## config.mk

```make
export PLATFORM = sky130hd
export DESIGN_NAME = apb_master_arb
export DESIGN_NICKNAME = d
export VERILOG_FILES = /design/src/rtl/apb_master_arb.sv
export SDC_FILE = /design/constraint.sdc
export NUM_CORES = 1
export LEC_CHECK = 0
export CAP_MARGIN = 20
export CORE_MARGIN = 2
export CORE_UTILIZATION = 35
export CTS_CLUSTER_SIZE = 40
export DETAILED_ROUTE_END_ITERATION = 10
export PLACE_DENSITY = 0.88
export SYNTH_ARGS = -nofsm -noshare
export SYNTH_HDL_FRONTEND = slang
export SYNTH_SLANG_ARGS = --single-unit
```

## constraint.sdc

```tcl
create_clock -name clk -period 2.8 [get_ports clk]
set_clock_uncertainty 0.15 [all_clocks]
set_input_delay 0.84 -clock clk [delete_from_list [all_inputs] [get_ports clk]]
set_output_delay 0.84 -clock clk [all_outputs]
set_load 0.01 [all_outputs]
```

## src/rtl/apb_master_arb.sv

```systemverilog
// Round-robin APB arbiter: shares one downstream APB master port among
// MASTER_PORTS cores, regenerates SETUP/ACCESS phases from latched requests
// and bounds slave wait states with a timeout.
module apb_master_arb #(
  parameter int                    MASTER_PORTS = 4,
  parameter int                    BUS_WIDTH    = 16,
  parameter int                    DATA_WIDTH   = 16,
  parameter int                    TIMEOUT      = 255,
  parameter logic [DATA_WIDTH-1:0] TIMEOUT_DATA = 16'hDEAD
) (
  input  logic                               clk,
  input  logic                               reset,
  input  logic [MASTER_PORTS*BUS_WIDTH-1:0]  S_PADDR,
  input  logic [MASTER_PORTS-1:0]            S_PWRITE,
  input  logic [MASTER_PORTS-1:0]            S_PSELx,
  input  logic [MASTER_PORTS-1:0]            S_PENABLE,
  input  logic [MASTER_PORTS*DATA_WIDTH-1:0] S_PWDATA,
  output logic [MASTER_PORTS*DATA_WIDTH-1:0] S_PRDATA,
  output logic [MASTER_PORTS-1:0]            S_PREADY,
  output logic [BUS_WIDTH-1:0]               M_PADDR,
  output logic                               M_PWRITE,
  output logic                               M_PSELx,
  output logic                               M_PENABLE,
  output logic [DATA_WIDTH-1:0]              M_PWDATA,
  input  logic [DATA_WIDTH-1:0]              M_PRDATA,
  input  logic                               M_PREADY,
  output logic [MASTER_PORTS-1:0]            grant,
  output logic                               timeout_err,
  input  logic                               timeout_clr
);

  localparam int IW = $clog2(MASTER_PORTS);
  localparam int CW = (TIMEOUT < 1) ? 1 : $clog2(TIMEOUT + 1);
  localparam logic [CW-1:0] CNT_LAST = (TIMEOUT < 1) ? '0 : CW'(TIMEOUT - 1);

  typedef enum logic [1:0] {IDLE, SETUP, ACCESS} state_e;

  state_e                   state_q, state_d;
  logic [IW-1:0]            rr_ptr_q, rr_ptr_d;
  logic [IW-1:0]            idx_q, idx_d;
  logic [BUS_WIDTH-1:0]     paddr_q, paddr_d;
  logic                     pwrite_q, pwrite_d;
  logic [DATA_WIDTH-1:0]    pwdata_q, pwdata_d;
  logic                     psel_q, psel_d;
  logic                     penable_q, penable_d;
  logic [MASTER_PORTS-1:0]  grant_q, grant_d;
  logic [CW-1:0]            cnt_q, cnt_d;
  logic                     tout_err_q, tout_err_d;

  logic                     found;
  logic [IW-1:0]            win;
  logic [IW-1:0]            cand;
  logic                     in_access;
  logic                     tout_fire;
  logic                     xfer_done;

  // Phases are regenerated locally, so the cores' PENABLE carries no information.
  logic unused_penable;
  assign unused_penable = ^S_PENABLE;

  // Round-robin pick: first requester at or after rr_ptr, wrapping.
  always_comb begin
    found = 1'b0;
    win   = '0;
    cand  = '0;
    for (int unsigned off = 0; off < MASTER_PORTS; off++) begin
      cand = IW'((32'(rr_ptr_q) + off) % MASTER_PORTS);
      if (!found && S_PSELx[cand]) begin
        found = 1'b1;
        win   = cand;
      end
    end
  end

  // Completion detect; S_PREADY/S_PRDATA are combinational so the core sees the slave's cycle.
  always_comb begin
    in_access = (state_q == ACCESS);
    tout_fire = in_access && !M_PREADY && (TIMEOUT != 0) && (cnt_q == CNT_LAST);
    xfer_done = in_access && (M_PREADY || tout_fire);
    S_PREADY  = '0;
    S_PRDATA  = '0;
    for (int unsigned i = 0; i < MASTER_PORTS; i++) begin
      if (xfer_done && (idx_q == IW'(i))) begin
        S_PREADY[i] = 1'b1;
        S_PRDATA[i*DATA_WIDTH +: DATA_WIDTH] = M_PREADY ? M_PRDATA : TIMEOUT_DATA;
      end
    end
  end

  // Next-state and registered-output computation for the phase sequencer.
  always_comb begin
    state_d    = state_q;
    rr_ptr_d   = rr_ptr_q;
    idx_d      = idx_q;
    paddr_d    = paddr_q;
    pwrite_d   = pwrite_q;
    pwdata_d   = pwdata_q;
    psel_d     = psel_q;
    penable_d  = penable_q;
    grant_d    = grant_q;
    cnt_d      = cnt_q;
    tout_err_d = tout_fire ? 1'b1 : (timeout_clr ? 1'b0 : tout_err_q);
    unique case (state_q)
      IDLE: begin
        psel_d    = 1'b0;
        penable_d = 1'b0;
        grant_d   = '0;
        if (found) begin
          state_d  = SETUP;
          idx_d    = win;
          paddr_d  = S_PADDR[win*BUS_WIDTH +: BUS_WIDTH];
          pwrite_d = S_PWRITE[win];
          pwdata_d = S_PWDATA[win*DATA_WIDTH +: DATA_WIDTH];
          psel_d   = 1'b1;
          for (int unsigned i = 0; i < MASTER_PORTS; i++) begin
            grant_d[i] = (win == IW'(i));
          end
        end
      end
      SETUP: begin
        state_d   = ACCESS;
        penable_d = 1'b1;
        cnt_d     = '0;
      end
      ACCESS: begin
        if (xfer_done) begin
          state_d   = IDLE;
          psel_d    = 1'b0;
          penable_d = 1'b0;
          grant_d   = '0;
          rr_ptr_d  = (idx_q == IW'(MASTER_PORTS - 1)) ? '0 : idx_q + 1'b1;
        end else if (cnt_q != '1) begin
          cnt_d = cnt_q + 1'b1;
        end
      end
      default: state_d = IDLE;
    endcase
  end

  // State and output registers, cleared asynchronously.
  always_ff @(posedge clk or negedge reset) begin
    if (!reset) begin
      state_q    <= IDLE;
      rr_ptr_q   <= '0;
      idx_q      <= '0;
      paddr_q    <= '0;
      pwrite_q   <= 1'b0;
      pwdata_q   <= '0;
      psel_q     <= 1'b0;
      penable_q  <= 1'b0;
      grant_q    <= '0;
      cnt_q      <= '0;
      tout_err_q <= 1'b0;
    end else begin
      state_q    <= state_d;
      rr_ptr_q   <= rr_ptr_d;
      idx_q      <= idx_d;
      paddr_q    <= paddr_d;
      pwrite_q   <= pwrite_d;
      pwdata_q   <= pwdata_d;
      psel_q     <= psel_d;
      penable_q  <= penable_d;
      grant_q    <= grant_d;
      cnt_q      <= cnt_d;
      tout_err_q <= tout_err_d;
    end
  end

  assign M_PADDR     = paddr_q;
  assign M_PWRITE    = pwrite_q;
  assign M_PWDATA    = pwdata_q;
  assign M_PSELx     = psel_q;
  assign M_PENABLE   = penable_q;
  assign grant       = grant_q;
  assign timeout_err = tout_err_q;

endmodule
```

==> results of run 1 <==
-- metrics by stage --
| stage | cell area, um^2 | hold WS, ns |
|---|---|---|
| 2_1_floorplan | 3550 | 0.359 |
| 3_3_place_gp | 6540 | 0.345 |
| 3_5_place_dp | 6540 | 0.361 |
| 4_1_cts | 6830 | 0.269 |
| 5_1_grt | 6990 | 0.265 |
| 6_report | 6990 | 0.269 |
-- synth_stat cells (2+ instances only) --
cell	instances	area (um^2)
a21boi_0	2	15.0
a21oi_1	73	365
a222oi_1	33	330
a22oi_1	3	22.5
and2_1	2	12.5
buf_2	16	80.1
buf_4	3	22.5
buf_6	10	113
clkbuf_1	6	22.5
dfrtp_1	54	1350
ha_1	10	125
inv_1	15	56.3
mux2_2	3	33.8
nand2_1	24	90.1
nand2_2	4	25.0
nand3_1	2	10.0
nand4_1	3	18.8
nor2_1	107	402
nor2b_1	14	87.6
nor3_1	4	20.0
o211ai_1	2	15.0
o21ai_0	12	60.1
o31ai_1	2	15.0
or3_1	2	12.5
xnor2_1	3	26.3
-- path summary, 6_finish.rpt --
path | from | end | slack, ns | cells after the start
worst max-delay path | cnt_q[7]$_DFFE_PN0P_ | S_PRDATA[18] | -0.12 | 8
worst min-delay path | reset | M_PWDATA[9]$_DFFE_PN0P_ | 0.27 | 1
worst max register to register | cnt_q[1]$_DFFE_PN0P_ | cnt_q[7]$_DFFE_PN0P_ | 0.49 | 8
worst min register to register | timeout_err$_DFFE_PN0P_ | timeout_err$_DFFE_PN0P_ | 0.37 | 2
max in group asynchronous | reset | M_PADDR[1]$_DFFE_PN0P_ | 1.54 | 2
min in group clk | timeout_err$_DFFE_PN0P_ | timeout_err$_DFFE_PN0P_ | 0.37 | 2
-- timing repair --
| item | 4_1_cts | 5_1_grt |
|---|---|---|
| pin swaps | 11 | 8 |
| setup buffers | 18 | 6 |
| gates cloned | 3 | 1 |
| resized for setup | 278 | 86 |
| endpoints found under the setup margin | 68 | 67 |
-- registers in the layout, summed over array words and instances, names as in the netlist --
| register | count |
|---|---|
| grant | 4 |
| M_PWRITE | 1 |
| M_PWDATA | 16 |
| state_q | 2 |
| M_PSELx | 1 |
| rr_ptr_q | 2 |
| cnt_q | 8 |
| idx_q | 2 |
| timeout_err | 1 |
| M_PENABLE | 1 |
| M_PADDR | 16 |
-- final cells by class --
type	instances	area share
Inverter	15	0.00805
Timing Repair Buffer	331	0.433
Multi-Input combinational cell	330	0.322
Sequential cell	54	0.193
Clock buffer	6	0.0118
Clock inverter	2	0.00859
Tap cell	133	0.0238
-- routing by layer --
layer / part of all wire / vias up / wire length [um]
met2: 0.51 / 338 / 8610
met4: 0.048 / 0 / 804
met5: 0 / - / 0
li1: - / 2162 / -
met3: 0.088 / 71 / 1480
met1: 0.35 / 2304 / 5950
-- kinds of logic after synthesis --
group | share of synthesized area
muxes | 0.0123
AOI/OAI and AO/OA | 0.273
xor gates and xnor gates | 0.00741
adders and majority gates | 0.0353
and+or+nand+nor | 0.208
buffers and inverters | 0.0829
DFF | 0.381
-- power breakdown --
group	internal, W	leakage (nW)	switching [W]	total, W
Clock	0.000382	0.0714	0.000268	0.000650
Sequential	0.00112	0.649	0.000263	0.00139
Combinational	0.00164	2.31	0.00168	0.00333
Total	0.00315	3.03	0.00221	0.00536
==> impl_metrics.json, run 1 <==
{
  "core_area_um2": 9820,
  "drive_gt1_frac": 0.291,
  "drcViolationCount": 0,
  "met1_usage": 0.315,
  "antenna_found_initial": 0,
  "final_antenna_net_count": 0,
  "multi_input_area_um2": 2250,
  "yosysUniqueCellTypes": 46,
  "gr-usage-met2": 0.527,
  "dp.cells": 838,
  "clock_latency_ns": 0.31,
  "ys_seq_area_frac": 0.381,
  "postCtsHoldBufs": 0,
  "powerDensity_nw_per_um2": 767,
  "peakVddDrop_uv": 431,
  "finalWorstSetupSlack_ns": -0.119,
  "fp.dieH_um": 105,
  "max-slew-margin-rel": 0.537,
  "final_max_slew_viol_count": 0,
  "fin_util": 0.712,
  "vias": 4875,
  "cp.arrival_ns": 1.93,
  "num_antenna_cells": 0,
  "grt.busiest_layer": "met2",
  "use_met3": 0.0555,
  "cts.sinks": 54,
  "drtIter0Drc": 488,
  "avgSynthCellArea_um2": 8.25,
  "area_growth_pct": 97.1,
  "ys_ff_latch": 54,
  "grt_usage": 0.284,
  "timing.fmax_mhz": 343,
  "synth_nets": 600,
  "gp_routability_congestion": 0.915,
  "pre_cts_slack_ns": -0.897,
  "period_share": 1.04,
  "synth_area_um2": 3550,
  "initial_core_util": 0.361,
  "violations": "setup timing",
  "final_cell_mix": "clkdlybuf4s50_1, a21oi_1, nor2_1",
  "status": "finished, violations left",
  "cts_max_level": 2,
  "drt-wirelength-per-cell_um": 19.3,
  "place_hpwl_um": 11600,
  "portBuffers": 263,
  "numCtsBuffers": 5,
  "maxCapViolCount": 0,
  "grt_max_degree": 34,
  "cts_tree": "built",
  "path_clk_slew_ns": 0.10,
  "nNetsFinal": 907,
  "total_power_w": 0.00536,
  "viasPerCell": 5.60,
  "grt.overflow.total": 0,
  "ios": 268,
  "crit_family": "simple AND/OR/NAND/NOR gates",
  "die_w_um": 105,
  "setup-tns-final_ns": -1.88,
  "root_buffer": "clkbuf_8",
  "leakage_nw": 3.03,
  "wl_um": 16800,
  "setup_viol": 38,
  "num_rows": 36,
  "synth_cells": 430,
  "synth_top_flop_cell": "dfrtp_1",
  "yosys_warnings": 0,
  "hold_viol": 0,
  "worst_slew_pin_slew_ns": 0.693,
  "slowest_delay_ns": 0.39,
  "critPathMaxFanout": 8,
  "slowest_stage": "dfrtp_1",
  "start_kind": "flop",
  "synth_edf_count": 0,
  "dr.pass1.iters": 9,
  "regArea_um2": 1350,
  "crit_chain": "and4_4 > a31oi_4 > nor2_4 > buf_8 > buf_12 > nand2_8 > nor2_2 > buf_2",
  "path_class": "reg -> out",
  "mostFrequentLayoutCell": "clkdlybuf4s50_1",
  "crit_buf_inv": 3,
  "stdcell_count": 871,
  "synthArstFlopShare": 1.00,
  "rsz0062_at_grt": "true",
  "cts_buffer_depth": 2,
  "grt_pass1_vias": 4973,
  "grt_pass1_wl_um": 25100,
  "post-route-min-period_ns": 2.92,
  "nFillCells": 737,
  "die-area_um2": 11000,
  "hold_class": "in -> async",
  "critPathCaptureType": "output pin",
  "required_ns": 1.81
}
No activity file was read; power rests on OpenSTA's default activity.
==> run 2, diff against run 1 <==
--- a/config.mk
+++ b/config.mk
@@ -6,11 +6,13 @@
 export NUM_CORES = 1
 export LEC_CHECK = 0
 export CAP_MARGIN = 20
+export CELL_PAD_IN_SITES_DETAIL_PLACEMENT = 1
+export CELL_PAD_IN_SITES_GLOBAL_PLACEMENT = 1
 export CORE_MARGIN = 2
-export CORE_UTILIZATION = 35
+export CORE_UTILIZATION = 23
 export CTS_CLUSTER_SIZE = 40
 export DETAILED_ROUTE_END_ITERATION = 10
-export PLACE_DENSITY = 0.88
+export PLACE_DENSITY = 0.86
 export SYNTH_ARGS = -nofsm -noshare
 export SYNTH_HDL_FRONTEND = slang
 export SYNTH_SLANG_ARGS = --single-unit
==> run 2 against run 1 <==
Against the previous run: the run still ends with setup timing left; via count shrank 4.0%; global-route usage shrank 7.3 points; worst hold slack gained 0.10 ns; utilization shrank 24 points; total power grew 2.4%; setup slack gained 0.082 ns; combinational power grew 4%; wire length grew 10%; sequential share of layout area shrank 0.28 points.
==> impl_metrics.json, run 2 (synthesized netlist as in run 1, its figures left out) <==
{
  "status": "finished, violations left",
  "violations": "setup timing",
  "grt_pass1_vias": 5128,
  "slowest_stage": "dfrtp_1",
  "core_area_um2": 15100,
  "crit_chain": "inv_2 > ha_4 > a31oi_4 > nor2_4 > buf_12 > nand2_8 > nor2_1 > clkdlybuf4s15_2",
  "area_growth_pct": 100,
  "cts.sinks": 54,
  "initial_core_util": 0.234,
  "hold_class": "reg -> reg",
  "required_ns": 1.81,
  "crit_path_start": "cnt_q[0]$_DFFE_PN0P_",
  "gp_routability_congestion": 0.825,
  "maxCapViolCount": 0,
  "grt.overflow.total": 0,
  "slowest_delay_ns": 0.39,
  "fin_util": 0.469,
  "start_kind": "flop",
  "stdcell_count": 914,
  "finalWorstSetupSlack_ns": -0.0369,
  "dp.cells": 892,
  "drt-wirelength-per-cell_um": 20.3,
  "final_max_slew_viol_count": 0,
  "mostFrequentLayoutCell": "clkdlybuf4s50_1",
  "path_class": "reg -> out",
  "portBuffers": 263,
  "powerDensity_nw_per_um2": 774,
  "max-slew-margin-rel": 0.547,
  "wl_um": 18500,
  "hold_viol": 0,
  "nNetsFinal": 895,
  "root_buffer": "clkbuf_16",
  "grt_usage": 0.210,
  "numCtsBuffers": 5,
  "grt_max_degree": 40,
  "ios": 268,
  "m1WireLength_um": 6780,
  "num_rows": 45,
  "rsz0062_at_grt": "true",
  "num_antenna_cells": 0,
  "critPathMaxFanout": 9,
  "die-area_um2": 16400,
  "leakage_nw": 2.94,
  "path_clk_slew_ns": 0.07,
  "antenna_found_initial": 0,
  "die_w_um": 128,
  "cts_tree": "built",
  "crit_family": "buffers and inverters",
  "worst_slew_pin_slew_ns": 0.677,
  "route.met3.wl_um": 1430,
  "drcViolationCount": 0,
  "cts_buffer_depth": 2,
  "grt_pass1_wl_um": 27000,
  "hold_slack_ns": 0.369,
  "peakVddDrop_uv": 342,
  "period_share": 1.01,
  "critPathCaptureType": "output pin",
  "timing.rr.start": "cnt_q[0]$_DFFE_PN0P_",
  "postCtsHoldBufs": 0,
  "timing.fmax_mhz": 352,
  "dr.pass1.iters": 6,
  "drive_gt1_frac": 0.309,
  "fp.dieH_um": 128,
  "final_cell_mix": "clkdlybuf4s50_1, a21oi_1, dfrtp_1",
  "place_hpwl_um": 13200,
  "top_layer": "met4",
  "hp-start": "grant[3]$_DFFE_PN0P_",
  "clock_latency_ns": 0.29,
  "cp.arrival_ns": 1.85,
  "route.met2.wl_um": 9900,
  "cts_max_level": 2,
  "crit_buf_inv": 3,
  "viasPerCell": 5.12,
  "final_antenna_net_count": 0,
  "post-route-min-period_ns": 2.84,
  "vias": 4681,
  "setup_viol": 11,
  "drtIter0Drc": 191
}
## run 2: area by class of cell
class / instances / area [um^2]
Timing Repair Buffer: 317 / 2950
Multi-Input combinational cell: 332 / 2350
Inverter: 15 / 56.3
Fill cell: 1740 / 8050
Tap cell: 188 / 235
Clock buffer: 7 / 143
Clock inverter: 1 / 8.76
Sequential cell: 54 / 1350
## run 2: final timing paths
check	cells past startpoint	slack, ns	to
worst max-delay path	8	-0.04	S_PRDATA[39]
worst min-delay path	2	0.37	grant[3]$_DFFE_PN0P_
worst max register to register	9	0.46	cnt_q[7]$_DFFE_PN0P_
worst min register to register	2	0.37	grant[3]$_DFFE_PN0P_
max in group asynchronous	2	1.51	M_PWDATA[7]$_DFFE_PN0P_
min in group asynchronous	1	0.40	M_PADDR[4]$_DFFE_PN0P_
## run 2: what timing repair did
action,in CTS,in global routing
cloned,4,2
setup buffers,4,4
gates resized for setup,306,68
setup endpoints to repair,68,60
pin swaps,21,12
## run 2: stage by stage
stage | worst slack (ns) | cell area [um^2] | power (W) | setup TNS [ns]
floorplan | 0.157 | 3550 | 0.00294 | 0
global placement | -0.827 | 6640 | 0.00436 | -58.31
detailed placement | -0.888 | 6640 | 0.00455 | -63.71
CTS | -0.0371 | 6920 | 0.00541 | -0.388
global route | -0.124 | 7100 | 0.00589 | -2.11
finish | -0.0369 | 7100 | 0.00549 | -0.165
## run 2: power breakdown
part           leakage (nW)  switching, W  internal (W)
clock                0.0745      0.000297      0.000361
combinational          2.21       0.00182       0.00164
sequential            0.649      0.000254       0.00113
total                  2.94       0.00237       0.00312
## run 2: routing by layer
layer,up-vias,global-route usage
li1,2135,-
met1,2285,0.219
met2,235,0.406
met3,26,0.0551
met4,0,0.0679
met5,-,0
## run 2: worst reg2reg max path, cell delays in order (launching register included)
cell	delay, ns
dfrtp_1	0.39
buf_4	0.13
buf_4	0.12
buf_4	0.14
ha_1	0.24
o211ai_1	0.25
o311ai_2	0.23
nor3_1	0.35
xnor2_1	0.16
nor2_1	0.06
==> run 3, diff against run 2 <==
--- a/config.mk
+++ b/config.mk
@@ -8,11 +8,12 @@
 export CAP_MARGIN = 20
 export CELL_PAD_IN_SITES_DETAIL_PLACEMENT = 1
 export CELL_PAD_IN_SITES_GLOBAL_PLACEMENT = 1
-export CORE_MARGIN = 2
-export CORE_UTILIZATION = 23
+export CORE_AREA = 2 2 103 105
 export CTS_CLUSTER_SIZE = 40
 export DETAILED_ROUTE_END_ITERATION = 10
-export PLACE_DENSITY = 0.86
+export DIE_AREA = 0 0 105 107
+export DONT_BUFFER_PORTS = 1
+export PLACE_DENSITY = 0.73
 export SYNTH_ARGS = -nofsm -noshare
 export SYNTH_HDL_FRONTEND = slang
 export SYNTH_SLANG_ARGS = --single-unit
==> run 3 against run 2 <==
Against the previous run: the flow still finishes with violations (setup timing); clock power down 13%; die area down 32%; worst hold slack worse by 0.33 ns; sequential share of layout area up 11 points; first-iteration DRC count up 76%; final cell count down 37%; highest routed layer unchanged.
==> impl_metrics.json, run 3 (synthesized netlist as in run 1, its figures left out) <==
{
  "clock_latency_ns": 0.32,
  "grt_pass1_vias": 3424,
  "ios": 268,
  "num_antenna_cells": 0,
  "grt_pass1_wl_um": 18100,
  "hold_slack_ns": 0.0434,
  "critPathMaxFanout": 8,
  "num_rows": 37,
  "pre_cts_slack_ns": 0.108,
  "path_class": "reg -> out",
  "finalWorstSetupSlack_ns": -0.0484,
  "area_growth_pct": 27.7,
  "vias": 3601,
  "root_buffer": "clkbuf_8",
  "postCtsHoldBufs": 0,
  "hold_class": "in -> async",
  "mostFrequentLayoutCell": "a21oi_1",
  "portBuffers": 0,
  "wl_um": 14800,
  "powerDensity_nw_per_um2": 972,
  "die_w_um": 105,
  "peakVddDrop_uv": 415,
  "viasPerCell": 6.28,
  "gp_routability_congestion": 0.830,
  "period_share": 1.02,
  "required_ns": 1.81,
  "final_max_slew_viol_count": 0,
  "grt.overflow.total": 0,
  "r2r-end": "cnt_q[7]$_DFFE_PN0P_",
  "leakage_nw": 1.65,
  "drive_gt1_frac": 0.297,
  "cts_max_level": 2,
  "total_power_w": 0.00440,
  "grt_max_degree": 55,
  "cts_tree": "built",
  "hold_viol": 0,
  "timing.fmax_mhz": 351,
  "status": "finished, violations left",
  "max-slew-margin-rel": 0.354,
  "drtIter0Drc": 336,
  "r2r.worst_path.cells": 7,
  "core_area_um2": 10100,
  "initial_core_util": 0.352,
  "post-route-min-period_ns": 2.85,
  "ff2ff_setup_slack_ns": 0.27,
  "cp.arrival_ns": 1.86,
  "violations": "setup timing",
  "antenna_found_initial": 0,
  "nNetsFinal": 606,
  "dr.pass1.iters": 8,
  "start_kind": "flop",
  "drcViolationCount": 0,
  "path_clk_slew_ns": 0.12,
  "worst_slew_pin_slew_ns": 0.967,
  "numCtsBuffers": 5,
  "place_hpwl_um": 8820,
  "grt_usage": 0.201,
  "timing.rr.start": "cnt_q[1]$_DFFE_PN0P_",
  "fp.dieH_um": 107,
  "critPathCaptureType": "output pin",
  "setup_viol": 25,
  "maxCapViolCount": 0,
  "rsz0062_at_grt": "true",
  "cts.sinks": 54,
  "nFillCells": 1147,
  "cts_buffer_depth": 2,
  "fin_util": 0.449,
  "final_antenna_net_count": 0,
  "final_cell_mix": "a21oi_1, nor2_4, dfrtp_1",
  "die-area_um2": 11200,
  "drt-wirelength-per-cell_um": 25.8
}
## run 3: worst max-delay path by stage
| stage | start | to | slack [ns] | cells after the start |
|---|---|---|---|---|
| final | cnt_q[6]$_DFFE_PN0P_ | S_PRDATA[20] | -0.05 | 6 |
| after CTS | cnt_q[6]$_DFFE_PN0P_ | S_PRDATA[47] | -0.02 | 6 |
| after global routing | cnt_q[0]$_DFFE_PN0P_ | S_PRDATA[20] | -0.08 | 7 |
| after global placement | S_PSELx[0] | M_PWDATA[13]$_DFFE_PN0P_ | 0.01 | 5 |
| after floorplan | M_PREADY | S_PRDATA[27] | 0.16 | 4 |
| after detailed placement | M_PREADY | S_PRDATA[58] | 0.11 | 4 |
## run 3: cell type report
cell class | count | area [um^2] | area share
Clock inverter | 3 | 47.5 | 0.0105
Inverter | 15 | 56.3 | 0.0124
Sequential cell | 54 | 1350 | 0.298
Timing Repair Buffer | 27 | 253 | 0.0558
Multi-Input combinational cell | 333 | 2580 | 0.570
Tap cell | 136 | 170 | 0.0375
Clock buffer | 5 | 68.8 | 0.0152
## run 3: repair_timing
item,CTS,global route
gates resized for setup,36,114
setup endpoints to repair,68,68
pin swaps,1,15
buffers inserted,2,6
cloned,0,8
## run 3: metal layers
metal,wire length (um),vias to the layer above,track usage
met2,7870,206,0.363
met4,392,0,0.0581
met3,944,29,0.0395
met5,0,-,0
met1,5570,1804,0.242
li1,-,1562,-
## run 3: metrics by stage
stage,TNS [ns],cell area (um^2),instances
floorplan,0,3550,430
detailed placement,0,3640,549
finish,-0.558,4530,573
global placement,0,3630,548
CTS,-0.352,3900,559
global route,-2.32,4530,573
## run 3: critical path, stage by stage, from the launching register on
cell and delay (ns):
dfrtp_1 0.45, and4_4 0.27, a31oi_4 0.10, nor2_4 0.16, buf_12 0.22, nand2_8 0.14, nor2_4 0.18
## run 3: report_power, final
group	total (W)	internal, W	leakage (nW)	switching (W)
clock network	0.000574	0.000274	0.0591	0.000300
registers	0.00158	0.00112	0.649	0.000457
logic	0.00225	0.000813	0.944	0.00144
total	0.00440	0.00221	1.65	0.00219
